File: config.mk
export PLATFORM = sky130hd
export DESIGN_NAME = dual_rail_exponent_tx
export DESIGN_NICKNAME = d
export VERILOG_FILES = /design/src/rtl/dual_rail_exponent_tx_pkg.sv /design/src/rtl/dual_rail_exponent_tx_sync.sv /design/src/rtl/dual_rail_exponent_tx.sv
export SDC_FILE = /design/constraint.sdc
export NUM_CORES = 1
export LEC_CHECK = 0
export ABC_AREA = 1
export BUFFER_PORTS_ARGS = -buffer_cell sky130_fd_sc_hd__buf_4
export CORE_MARGIN = 1.5
export CORE_UTILIZATION = 47
export DETAILED_ROUTE_END_ITERATION = 8
export PLACE_DENSITY = 0.76
export SLEW_MARGIN = 20
export SYNTH_ARGS = -nofsm -noshare
export SYNTH_HDL_FRONTEND = slang
export SYNTH_HIERARCHICAL = 1
export SYNTH_SLANG_ARGS = --single-unit
File: constraint.sdc
create_clock -name clk -period 4.44 [get_ports clk]
set_input_delay 0.222 -clock clk [delete_from_list [all_inputs] [get_ports clk]]
set_output_delay 0.222 -clock clk [all_outputs]
set_load 0.05 [all_outputs]
File: src/rtl/dual_rail_exponent_tx_pkg.sv
// Shared definitions for the async square-root datapath: dual-rail bit type,
// exponent width and the NULL spacer.
package pa_AsyncCordic;

    localparam int EW = 7;

    typedef struct packed {
        logic data_1;
        logic data_0;
    } dual_rail_t;

    localparam dual_rail_t DR_NULL = '{data_1: 1'b0, data_0: 1'b0};

    function automatic dual_rail_t dr_encode(input logic b);
        return '{data_1: b, data_0: ~b};
    endfunction

endpackage

File: src/rtl/dual_rail_exponent_tx_sync.sv
// Two-flop synchronizer for a single async level into the clk domain.
module sync_2ff (
    input  logic i_clk,
    input  logic i_rst,
    input  logic i_d,
    output logic o_q
);

    logic r_meta;
    logic r_q;

    always_ff @(posedge i_clk) begin
        if (i_rst) begin
            r_meta <= 1'b0;
            r_q    <= 1'b0;
        end else begin
            r_meta <= i_d;
            r_q    <= r_meta;
        end
    end

    assign o_q = r_q;

endmodule

File: src/rtl/dual_rail_exponent_tx.sv
// Clocked valid/ready to four-phase RTZ dual-rail bridge for the exponent,
// with sticky phase timeout and a wrapping token counter.
module dual_rail_exponent_tx
    import pa_AsyncCordic::*;
#(
    parameter int EW          = pa_AsyncCordic::EW,
    parameter int ACK_TIMEOUT = 1024,
    parameter int CNT_W       = 16
) (
    input  logic                clk,
    input  logic                arst,
    input  logic                in_valid,
    output logic                in_ready,
    input  logic [EW:0]         in_exponent,
    output dual_rail_t [EW:0]   exponent_o,
    input  logic                ack_i,
    output logic                timeout_o,
    output logic [CNT_W-1:0]    token_cnt_o
);

    typedef enum logic [1:0] {S_IDLE, S_DATA, S_NULL} state_t;

    localparam int TW = (ACK_TIMEOUT > 0) ? $clog2(ACK_TIMEOUT + 1) : 1;

    state_t             r_state;
    dual_rail_t [EW:0]  r_exp;
    logic [TW-1:0]      r_phase;
    logic               r_timeout;
    logic [CNT_W-1:0]   r_cnt;
    logic               w_ack_s;

    sync_2ff u_ack_sync (
        .i_clk (clk),
        .i_rst (arst),
        .i_d   (ack_i),
        .o_q   (w_ack_s)
    );

    // A stale ack still high from a previous token blocks new accepts.
    assign in_ready    = (r_state == S_IDLE) && !w_ack_s && !arst;
    assign exponent_o  = r_exp;
    assign timeout_o   = r_timeout;
    assign token_cnt_o = r_cnt;

    always_ff @(posedge clk) begin
        if (arst) begin
            r_state   <= S_IDLE;
            r_exp     <= {(EW+1){DR_NULL}};
            r_phase   <= '0;
            r_timeout <= 1'b0;
            r_cnt     <= '0;
        end else begin
            case (r_state)
                S_IDLE: begin
                    r_phase <= '0;
                    if (in_valid && in_ready) begin
                        r_state <= S_DATA;
                        for (int i = 0; i <= EW; i++)
                            r_exp[i] <= dr_encode(in_exponent[i]);
                    end
                end
                S_DATA, S_NULL: begin
                    if ((r_state == S_DATA) == w_ack_s) begin
                        r_phase <= '0;
                        if (r_state == S_DATA) begin
                            r_state <= S_NULL;
                            r_exp   <= {(EW+1){DR_NULL}};
                        end else begin
                            r_state <= S_IDLE;
                            r_cnt   <= r_cnt + CNT_W'(1);
                        end
                    end else begin
                        // Waiting is never abandoned; only flag it.
                        if (ACK_TIMEOUT != 0 && r_phase != TW'(ACK_TIMEOUT))
                            r_phase <= r_phase + TW'(1);
                        if (ACK_TIMEOUT != 0 && r_phase == TW'(ACK_TIMEOUT - 1))
                            r_timeout <= 1'b1;
                    end
                end
                default: begin
                    r_state <= S_IDLE;
                    r_exp   <= {(EW+1){DR_NULL}};
                end
            endcase
        end
    end

endmodule

==> results.md <==
* Status: finished, final reports clean
* Peak supply drop at 0.000265 V
* Vias per cell at 5.00
* EDFF count, synth at 0
* CP Class: reg2reg
* Synth Area in XOR/XNOR at 0.716%
* DRT Wirelength at 5.11 mm
* Mean Syn Cell Area at 7.11 µm²
* Largest net degree at the start of global routing at 36
* Met3 usage at 4.69%
* Final Max Slew Viols at 0
* Post-CTS Setup Inserts at 0
* Fin area at 0.00292 mm²
* Synth warn at 6
* Ys flop type: dfxtp_1
* Slew margin rel. at 44.6%
* Met2 usage at 30.8%
* Top cells by count, synth: nand2_1 (71), nor2_1 (50), dfxtp_1 (48)
* Flops & latches, synth at 48
* CTS Buf Count at 5
* Area leader, netlist: dfxtp_1
* Total Routing Usage GR at 18.6%
* Adder-cell share of the synthesized area at 4.09%
* Resize count post-CTS at 0
* Hpwl dp at 3.68 mm
* CTS tree: done
* Yosys cell types at 29
* Seq/Total Area, Yosys at 39.3%
* RSZ-0062 raised after global routing: no
* Worst path max stage delay at 430 ps
* First-pass detailed-route iteration total at 4
* ANT cells at 0
* Iter 0 DRT Violations at 106
* DR vias at 2,278
* Drc violations at 0
* Grt total ovfl at 0
* Clk Latency, worst-skew pair at 300 ps
* Minimum clock period at 2150 ps
* Die area at 0.00565 mm²
* Share of post-route cells with drive strength above 1 at 19.9%
* CTS H-Tree Depth at 2
* Final Hold Fails at 0
* Initial antenna violation count at 0
* RePlAce Congestion at 0.800
* Max_cap viols at 0
* CP startpoint: r_state[1]$_SDFFE_PP0P_
* Synthesized Nets at 364
* Startpoint class of the critical path: register
* Area fraction of the dominant cell type after synthesis at 39.3%
* Final nets at 405
* Period utilization at 48.4%
* Fin Setup TNS at 0 ps
* Crit-path cells: inv_1, ha_1, inv_1, ha_1, nand2_1, nor2_1, nand3_2, nand2_4, nand2_1, a21oi_1
* Worst path required time at 4670 ps
* Mux contribution to synthesized area at 0%
* Tot Pwr at 1.74 mW
* HP Class: in2reg
* Worst path arrival time at 2380 ps
* Final worst-path setup slack at 2290 ps
* Slowest-stage cell, CP: ha_1
* Global Route met1 Usage at 23.6%
* Setup violators final at 0
* Worst r2r src: r_state[1]$_SDFFE_PP0P_
* F_max at 466 MHz
* First-pass GRT wire length at 8.13 mm
* Main combinational cell family by area after synthesis: simple AND/OR/NAND/NOR gates
* DR WL/cell at 11.2 µm
* Mapped cell area at 0.00245 mm²
* Die Y at 75.1 µm
* Asr flop ratio synth at 0%
* CTS root buf: clkbuf_8
* CP Max Fanout at 9
* Area grow syn2layout at 19.2%
* PortBufs at 45
* DP Area at 0.00280 mm²
* Post-synthesis compound-gate area fraction at 12.5%
* Worst Min Path Start: ack_i
* FP Rows at 26
* Synth top area cells: dfxtp_1 (39%), nand2_1 (11%), nor2_1 (7.7%)
* Antenna Nets Post-Route at 0
* PD cells at 598 mW/mm²
* Pleak at 1.22 nW
* Clock Path Buffers at 2
* Hold Buf Count CTS at 0
* Most Crowded Layer GR: met2
* Synthesized instance count at 344
* Number of global-route vias before repair at 1,958
* CP Capture Type: register
* DP Worst Slack at 2330 ps
* IO Count at 46
* Top-count cell post-synth: nand2_1
* DIE WIDTH at 75.1 µm
* Fillcell total at 497
* Worst-path clk slew at 90 ps
* Clock sink count at 48
* Initial core utilization at 48.2%
* Simple-gate share of the synthesized area at 34.1%
* Core ar. at 0.00507 mm²
* Actual slew at the worst max-slew pin at 831 ps
* Clk_skew at 3.03 ps
## routing by layer
| metal | up-vias | part of all wire [%] |
|---|---|---|
| met5 | - | 0 |
| met4 | 0 | 1.1 |
| met3 | 4 | 3.9 |
| met2 | 38 | 47 |
| met1 | 1041 | 48 |
| li1 | 1195 | - |
## layout make-up
class | instances | area (µm²) | area share [%]
Multi-Input combinational cell | 243 | 1260 | 43.1
Tap cell | 70 | 87.6 | 3.00
Sequential cell | 48 | 961 | 32.9
Clock inverter | 3 | 46.3 | 1.59
Clock buffer | 5 | 68.8 | 2.36
Inverter | 42 | 158 | 5.41
Timing Repair Buffer | 45 | 338 | 11.6
## critical path: cells and delay by family, from the launching register on
kind / cells / cell delay (ps)
adder cells (fa/ha/maj): 2 / 680
AO/OA/AOI/OAI: 1 / 130
AND/OR/NAND/NOR: 5 / 770
buffers and inverters: 2 / 170
flip-flops: 1 / 330
## power breakdown
part	internal [mW]	total (mW)	switching (mW)	leakage, nW
Combinational	0.250	0.873	0.622	0.776
Sequential	0.502	0.548	0.0462	0.391
Clock	0.170	0.323	0.153	0.0548
Total	0.922	1.74	0.821	1.22
## kinds of logic after synthesis
| kind of cell | count (synthesis) |
|---|---|
| AOI/OAI and AO/OA | 53 |
| and+or+nand+nor | 180 |
| buffers and inverters | 53 |
| xor gates and xnor gates | 2 |
| adders and majority gates | 8 |
| DFF | 48 |
## placed cells by master (no fill, tap or decap)
cell type    n
nand2_4      4
nor3_4       1
ha_1         8
a31oi_1      1
inv_6        1
o21ai_2      1
inv_1       40
nand2_2      2
o21a_1       1
nand3_1     14
clkbuf_8     5
a21boi_1     1
nor3_1      13
nand3_2      1
or2_1        1
inv_2        2
nor2_1      50
buf_4       45
a21oi_2      8
nor2_2       3
o21ai_0      8
dfxtp_1     48
a21oi_1     33
bufinv_16    1
nor2_4       2
xor2_1       2
nand2_1     71
clkinvlp_4   1
nand4_1     17
nand3b_1     1
## worst paths after layout
check	to	slack [ps]	depth (start not counted)
min reg2reg	u_ack_sync/o_q$_SDFF_PP0_	430	2
max reg2reg	r_phase[1]$_SDFFE_PP0P_	2290	10
min	u_ack_sync/r_meta$_SDFF_PP0_	120	3
max	r_phase[1]$_SDFFE_PP0P_	2290	10
## sequential cells by signal, summed over array words and instances (netlist names)
| signal | cells |
|---|---|
| u_ack_sync/o_q | 1 |
| timeout_o | 1 |
| u_ack_sync/r_meta | 1 |
| r_state | 2 |
| exponent_o | 16 |
| token_cnt_o | 16 |
| r_phase | 11 |
## through the flow
stage | util, % | hold slack (ps) | std cells
detailed placement | 55.2 | 417 | 448
finish | 57.5 | 123 | 456
floorplan | - | 293 | 344
global route | 57.5 | 139 | 456
global placement | 55.2 | 418 | 448
CTS | 57.5 | 120 | 456
Note: power is estimated with default switching activity, not from simulation.
